File: src/rtl/snake_item_placer.sv
// Item placer for the snake game: draws a pseudo-random candidate cell and scans
// the body RAM, stepping through raster successors until it finds a free cell.
//   IDLE | waiting for i_Start, LFSR free-running
//   SCAN | head check, then body RAM walk for the current candidate
//   DONE | one-cycle completion, o_Done high
module snake_item_placer #(
  parameter int          XSIZE     = 48,
  parameter int          YSIZE     = 64,
  parameter int          MAX_SIZE  = 3072,
  parameter int          ADDR_W    = 12,
  parameter logic [15:0] LFSR_SEED = 16'hACE1
) (
  input  logic              i_Clk,
  input  logic              i_Rst,
  input  logic              i_Start,
  input  logic [6:0]        i_Head_x,
  input  logic [6:0]        i_Head_y,
  input  logic [ADDR_W-1:0] i_Size,
  output logic [ADDR_W-1:0] o_Rd_Addr,
  input  logic [6:0]        i_Rd_x,
  input  logic [6:0]        i_Rd_y,
  output logic              o_Busy,
  output logic              o_Done,
  output logic              o_Full,
  output logic [6:0]        o_Item_x,
  output logic [6:0]        o_Item_y
);

  localparam int                NCELLS   = XSIZE * YSIZE;
  localparam int                TRY_W    = $clog2(NCELLS + 1);
  localparam logic [ADDR_W-1:0] SIZE_MAX = ADDR_W'(MAX_SIZE);
  localparam logic [TRY_W-1:0]  TRY_LAST = TRY_W'(NCELLS - 1);
  localparam logic [6:0]        XS       = 7'(XSIZE);
  localparam logic [6:0]        YS       = 7'(YSIZE);

  typedef enum logic [1:0] {IDLE, SCAN, DONE} state_t;

  state_t            state;
  logic [15:0]       lfsr;
  logic [6:0]        rnd_x, rnd_y, map_x, map_y;
  logic [6:0]        cand_x, cand_y, head_x, head_y, succ_x, succ_y;
  logic [ADDR_W-1:0] size_s, size_clamped, cnt, cnt_nxt;
  logic [TRY_W-1:0]  tries;
  logic              rd_vld, head_hit, body_hit, hit;

  always_ff @(posedge i_Clk) begin
    if (i_Rst) lfsr <= LFSR_SEED;
    else       lfsr <= {1'b0, lfsr[15:1]} ^ (lfsr[0] ? 16'hB400 : 16'h0000);
  end

  always_comb begin
    rnd_x        = {1'b0, lfsr[5:0]};
    rnd_y        = {1'b0, lfsr[11:6]};
    map_x        = ((rnd_x >= XS) ? rnd_x - XS : rnd_x) + 7'd1;
    map_y        = ((rnd_y >= YS) ? rnd_y - YS : rnd_y) + 7'd1;
    size_clamped = (i_Size > SIZE_MAX) ? SIZE_MAX : i_Size;
    succ_x       = (cand_x == XS) ? 7'd1 : cand_x + 7'd1;
    succ_y       = cand_y;
    if (cand_x == XS) succ_y = (cand_y == YS) ? 7'd1 : cand_y + 7'd1;
    cnt_nxt      = cnt + 1'b1;
    // cnt == 0 marks the first cycle of a candidate's scan, where the head is checked
    head_hit     = (cnt == '0) && (cand_x == head_x) && (cand_y == head_y);
    body_hit     = rd_vld && (i_Rd_x == cand_x) && (i_Rd_y == cand_y);
    hit          = head_hit || body_hit;
  end

  always_ff @(posedge i_Clk) begin
    if (i_Rst) begin
      state     <= IDLE;
      cand_x    <= '0;
      cand_y    <= '0;
      head_x    <= '0;
      head_y    <= '0;
      size_s    <= '0;
      cnt       <= '0;
      tries     <= '0;
      rd_vld    <= 1'b0;
      o_Rd_Addr <= '0;
      o_Busy    <= 1'b0;
      o_Done    <= 1'b0;
      o_Full    <= 1'b0;
      o_Item_x  <= '0;
      o_Item_y  <= '0;
    end else begin
      o_Done <= 1'b0;
      case (state)
        IDLE: begin
          if (i_Start) begin
            cand_x    <= map_x;
            cand_y    <= map_y;
            head_x    <= i_Head_x;
            head_y    <= i_Head_y;
            size_s    <= size_clamped;
            tries     <= '0;
            cnt       <= '0;
            rd_vld    <= 1'b0;
            o_Rd_Addr <= '0;
            o_Busy    <= 1'b1;
            state     <= SCAN;
          end
        end
        SCAN: begin
          if (hit) begin
            // restart on the raster successor; rd_vld drops so stale read data is ignored
            cand_x    <= succ_x;
            cand_y    <= succ_y;
            cnt       <= '0;
            rd_vld    <= 1'b0;
            o_Rd_Addr <= '0;
            tries     <= tries + 1'b1;
            if (tries == TRY_LAST) begin
              o_Full <= 1'b1;
              o_Done <= 1'b1;
              o_Busy <= 1'b0;
              state  <= DONE;
            end
          end else if (cnt == size_s) begin
            o_Full   <= 1'b0;
            o_Done   <= 1'b1;
            o_Busy   <= 1'b0;
            o_Item_x <= cand_x;
            o_Item_y <= cand_y;
            state    <= DONE;
          end else begin
            cnt    <= cnt_nxt;
            rd_vld <= 1'b1;
            if (cnt_nxt < size_s) o_Rd_Addr <= cnt_nxt;
          end
        end
        DONE:    state <= IDLE;
        default: state <= IDLE;
      endcase
    end
  end

endmodule
File: config.mk
export PLATFORM = sky130hd
export DESIGN_NAME = snake_item_placer
export DESIGN_NICKNAME = d
export VERILOG_FILES = /design/src/rtl/snake_item_placer.sv
export SDC_FILE = /design/constraint.sdc
export NUM_CORES = 1
export LEC_CHECK = 0
export BUFFER_PORTS_ARGS = -buffer_cell sky130_fd_sc_hd__buf_2
export CORE_MARGIN = 3
export CORE_UTILIZATION = 60
export DETAILED_ROUTE_END_ITERATION = 10
export GPL_ROUTABILITY_DRIVEN = 0
export HOLD_SLACK_MARGIN = 0.15
export MAX_ROUTING_LAYER = met4
export PLACE_DENSITY = 0.79
export SETUP_SLACK_MARGIN = 0.4
export SLEW_MARGIN = 20
export SYNTH_ARGS = -nofsm -noshare
export SYNTH_HDL_FRONTEND = slang
export SYNTH_SLANG_ARGS = --single-unit
File: constraint.sdc
create_clock -name i_Clk -period 7.8 [get_ports i_Clk]
set_input_delay 1.17 -clock i_Clk [delete_from_list [all_inputs] [get_ports i_Clk]]
set_output_delay 1.17 -clock i_Clk [all_outputs]
set_load 0.05 [all_outputs]
# After elaboration in Yosys (flattened, before gate mapping)
# Index checks and enable logic that the tools add are counted.
# Widths: inputs -> output; s select.
dict set report word_totals {
  register_bits 112
  in_bits 43
  out_inout_bits 29
  wordCells 106
}
dict set report op_classes {
  n_addsub 7
  order_cmp 3
  n_eq_ne 17
  muxes 41
  bitwise_logic 3
  reduce_logical 19
}
# op n
set ops {}
lappend ops {{$mux 12} 8}
lappend ops {{$pmux 12 s2} 3}
lappend ops {{$mux 7} 8}
lappend ops {{$eq 7x7->1} 4}
lappend ops {{$pmux 7 s2} 2}
lappend ops {{$add 12x1->12 const B} 2}
lappend ops {{$add 7x1->7 const B} 3}
lappend ops {{$mux 16} 1}
lappend ops {{$xor 15x16->16} 1}
lappend ops {{$reduce_and 3->1} 5}
lappend ops {{$eq 12x12->1} 1}
lappend ops {{$eq 12x12->1 const B} 1}
lappend ops {{$gt 12x12->1 const B} 1}
lappend ops {{$logic_not 12->1} 1}
lappend ops {{$lt 12x12->1} 1}
lappend ops {{$mux 1} 12}
lappend ops {{$ne 3x3->1 const B} 4}
lappend ops {{$reduce_and 4->1} 3}
lappend ops {{$mux 2} 4}
lappend ops {{$add 6x1->7 const B} 1}
lappend ops {{$eq 7x6->1 const B} 1}
lappend ops {{$eq 7x7->1 const B} 1}
lappend ops {{$sub 6x6->7 const B} 1}
lappend ops {{$ge 6x6->1 const B} 1}
lappend ops {{other kinds (12)} 20}

# Logic depth before layout (Yosys ltp)
dict set report depth {
  depth_word 6
  ltp_mapped 14
  mapped_depth_nobuf 12
}

# Worst setup path after synthesis
# No wires, ideal clock.
dict set report synth_timing {
  path_kind {flip-flop to flip-flop}
  start {register cnt[0]}
  end {register o_Rd_Addr[10]}
  setup_time_ns 0.117
  arrival_time_ns 2.675
  required_time_ns 7.683
  setup_slack_ns 5.008
  path_stages_with_launch 14
  n_path_buf 1
  period_less_slack_ns 2.792
  cell_sequence {dfxtp_1 > ha_1 > nand3_1 > nor2_1 > nand3_1 > xnor2_1 > ha_1 > nand2_1 > o21ai_0 > or3_1 > nor3_2 > a221oi_2 > buf_4 > a32o_1}
}
dict set report synth_via {
  elab_chain_len 6
  word_cells_on_any_way 14
  cone_classes {add/sub: 1; order compare: 1; eq/ne: 3; mux: 4; reduce/logical: 5}
}
# item line_no
set synth_rtl {}
lappend synth_rtl {{start: declaration} 42} ;# logic [ADDR_W-1:0] size_s, size_clamped, cnt, cnt_nxt;
lappend synth_rtl {{start signal: assignment} 125} ;# cnt <= cnt_nxt;
lappend synth_rtl {{parallel branches: the longest is 6 deep, another holds $add 12x1->12} -}
lappend synth_rtl {{end signal: assignment} 127} ;# if (cnt_nxt < size_s) o_Rd_Addr <= cnt_nxt;
lappend synth_rtl {{end: declaration} 19} ;# output logic [ADDR_W-1:0] o_Rd_Addr,
# Several ways; the timed one is not identified. The select of a mux whose other input is x is not followed.
# A chain may end at the register's enable or synchronous reset.

# Final worst setup path
dict set report layout_timing {
  start {register cnt[0]}
  end {register o_Rd_Addr[5]}
}
# The elaborated chain is that of the path after synthesis.

==> flow_metrics.env <==
export IMPL_path_clk_slew_ns=0.11
export IMPL_nNetsFinal=785
export IMPL_synth_top_area_share=0.388
export IMPL_area_growth_pct=8.95
export IMPL_yosys_area_top_type="dfxtp_1"
export IMPL_port_buffers=71
export IMPL_routed_via_count=5132
export IMPL_detail_route_antenna_nets=0
export IMPL_synth_fp_nets=749
export IMPL_ys_flop_type="dfxtp_1"
export IMPL_drc_errors=0
export IMPL_slew_viol_final=0
export IMPL_synth_area_top_cells="dfxtp_1 39%, xnor2_1 7.1%, nand2_1 6.0%, a21oi_1 5.1%, ha_1 4.6%"
export IMPL_drt_wl_total_mm=14.3
export IMPL_cts_tree="done"
export IMPL_cts_root_buf="clkbuf_8"
export IMPL_tightest_slew_ns=1.02
export IMPL_drv_cap=0
export IMPL_antenna_found_initial=0
export IMPL_die_h_microns=104
export IMPL_drive_above_1_share=0.156
export IMPL_rr_startpoint="cnt[0]"
export IMPL_critPathLaunch="cnt[0]"
export IMPL_grt_pass1_wl_mm=23.6
export IMPL_pin_count=72
export IMPL_core_sq_um=9280
export IMPL_hpwlAfterDp_mm=9.99
export IMPL_final_core_util=0.677
export IMPL_dr_pass1_iters=5
export IMPL_period_minus_slack_ns=3.67
export IMPL_cts_hold_buf=0
export IMPL_syn_area_per_cell_sq_um=8.43
export IMPL_power_leakage_nw=2.46
export IMPL_post_drt_wl_per_cell_microns=16.7
export IMPL_track_usage=0.272
export IMPL_hold_path_startpoint="lfsr[12]"
export IMPL_outcome="finished, final reports clean"
export IMPL_rsz0062_at_grt="no"
export IMPL_hold_viol_final=0
export IMPL_grt_pass1_vias=4899
export IMPL_synth_seq_cells=112
export IMPL_timing_final_crit_share=0.470
export IMPL_htreeDepth=3
export IMPL_n_fill_cell=813
export IMPL_cts_sinks=112
export IMPL_yosysWarnings=0
export IMPL_cts_buffer_depth=2
export IMPL_required_ns=8.12
export IMPL_cts_made_buffers=9
export IMPL_drtIter0Drc=434
export IMPL_grt_overflow_total=0
export IMPL_synth_cells=685
export IMPL_synth_edff_count=0
export IMPL_ys_types=62
export IMPL_fin_tns_setup_ns=0
export IMPL_die_x_microns=104
export IMPL_multi_input_area_sq_um=3210
export IMPL_crit_fanout=11
export IMPL_design_area_sq_um=6290
export IMPL_slew_headroom=0.317
export IMPL_fp_row_count=35
export IMPL_power_density_nw_per_um2=220
export IMPL_arrival_ns=3.99
export IMPL_via_per_inst=6.00
export IMPL_startpoint_type="flop"
export IMPL_initial_core_util=0.622
export IMPL_finalClockSkew_ns=0.0178
export IMPL_regArea_sq_um=2240
export IMPL_placed_cell_area_sq_um=6090
export IMPL_synthArstFlopShare=0
export IMPL_hold_class="reg -> reg"
export IMPL_worstSetupPathType="reg -> reg"
export IMPL_yosysSeqAreaShare=0.388
export IMPL_cts_setup_buffers=0
export IMPL_ir_drop_uv=110
export IMPL_setup_worst_path_end_class="flop"
export IMPL_post_cts_resized=0
export IMPL_die_area_sq_um=10800
export IMPL_grt_max_degree=74
export IMPL_clock_fmax_ghz=0.273
export IMPL_clkLatencyLatePin_ns=0.39
export IMPL_netlist_area_sq_um=5770
export IMPL_setup_viol=0
export IMPL_n_antenna_cell=0
==> final timing paths <==
check                 endpoint  slack, ns  cells after the start
setup reg to reg  o_Rd_Addr[5]       4.13                     11
setup / recovery  o_Rd_Addr[5]       4.13                     11
hold reg to reg       lfsr[11]       0.43                      1
hold / removal        lfsr[11]       0.43                      1
==> power by group <==
group	internal (mW)	switching (mW)	leakage (nW)
Sequential	0.612	0.0506	0.914
Combinational	0.124	0.235	1.45
Clock	0.152	0.209	0.0977
==> worst max-delay path, stage by stage, from the launching register on <==
cell	delay [ns]
dfxtp_1	0.49
ha_1	0.29
nand3_1	0.24
nor2_1	0.27
nand3_1	0.14
xnor2_1	0.20
ha_1	0.32
nand4_1	0.13
nor2_1	0.16
o21ai_0	0.23
a221oi_2	0.92
a32o_1	0.23
==> cell usage after synthesis, types with 6 or more instances <==
library cell,n
a21oi_1,59
a22o_1,7
a32o_1,9
and3_1,12
buf_2,15
clkbuf_1,26
dfxtp_1,112
ha_1,21
inv_1,21
nand2_1,92
nand3_1,39
nand4_1,19
nor2_1,27
nor2b_1,16
nor3_1,9
nor4_1,7
o21ai_0,31
o31ai_1,6
or2_2,7
or3_1,10
or4_1,11
xnor2_1,47
xor2_1,12
==> sequential cells by signal, summed over array words and instances, names as in the netlist <==
signal / count
cand_x: 7
cand_y: 7
cnt: 12
head_x: 7
head_y: 7
lfsr: 16
o_Busy: 1
o_Done: 1
o_Full: 1
o_Item_x: 7
o_Item_y: 7
o_Rd_Addr: 12
rd_vld: 1
size_s: 12
state: 2
tries: 12
==> cell usage in the layout (no fill, tap or decap), types with 4 or more instances in the layout <==
master and count:
dfxtp_1 112, clkbuf_8 9, a32o_1 9, nor3_1 9, o2bb2ai_1 4, inv_1 21, o21ai_0 31, buf_4 5
ha_1 21, xnor2_1 47, o22ai_1 5, nor2b_1 16, or2_2 7, o31ai_1 6, buf_2 71, and3_1 12
nand2_1 92, nand4_1 19, nand3_1 39, nor2_1 27, a22o_1 7, or4_1 11, a21oi_1 59, xor2_1 12
nor4_1 7, or3_1 10
==> per-layer routing <==
layer	GRT usage	share of wire	up-vias
met2	0.447	0.49	194
met1	0.344	0.43	2420
met5	-	0	-
met4	0.0874	0.022	0
met3	0.0435	0.057	33
li1	-	-	2485
==> area by class of cell <==
class,instances,share of cell area
clock buffers,9,0.0197
clock inverters,7,0.0125
inverters,22,0.0131
multi-input cells,500,0.510
flip-flops and latches,112,0.357
well taps,129,0.0257
repair buffers,76,0.0625
==> through the flow <==
stage	power [mW]	std cells	worst slack [ns]	hold WS, ns
2_1_floorplan	0.938	685	5.01	0.389
3_3_place_gp	1.02	839	3.97	0.394
3_5_place_dp	1.03	839	3.90	0.398
4_1_cts	1.39	855	4.21	0.428
5_1_grt	1.45	855	3.90	0.441
6_report	1.38	855	4.13	0.425
==> cell families after synthesis <==
family / synth area share
xor+xnor: 0.0895
mux: 0.00715
flops: 0.388
simple gates: 0.242
buf+inv: 0.0572
fa+ha+maj: 0.0455
compound gates: 0.170
(Power assumes the default switching activity.)
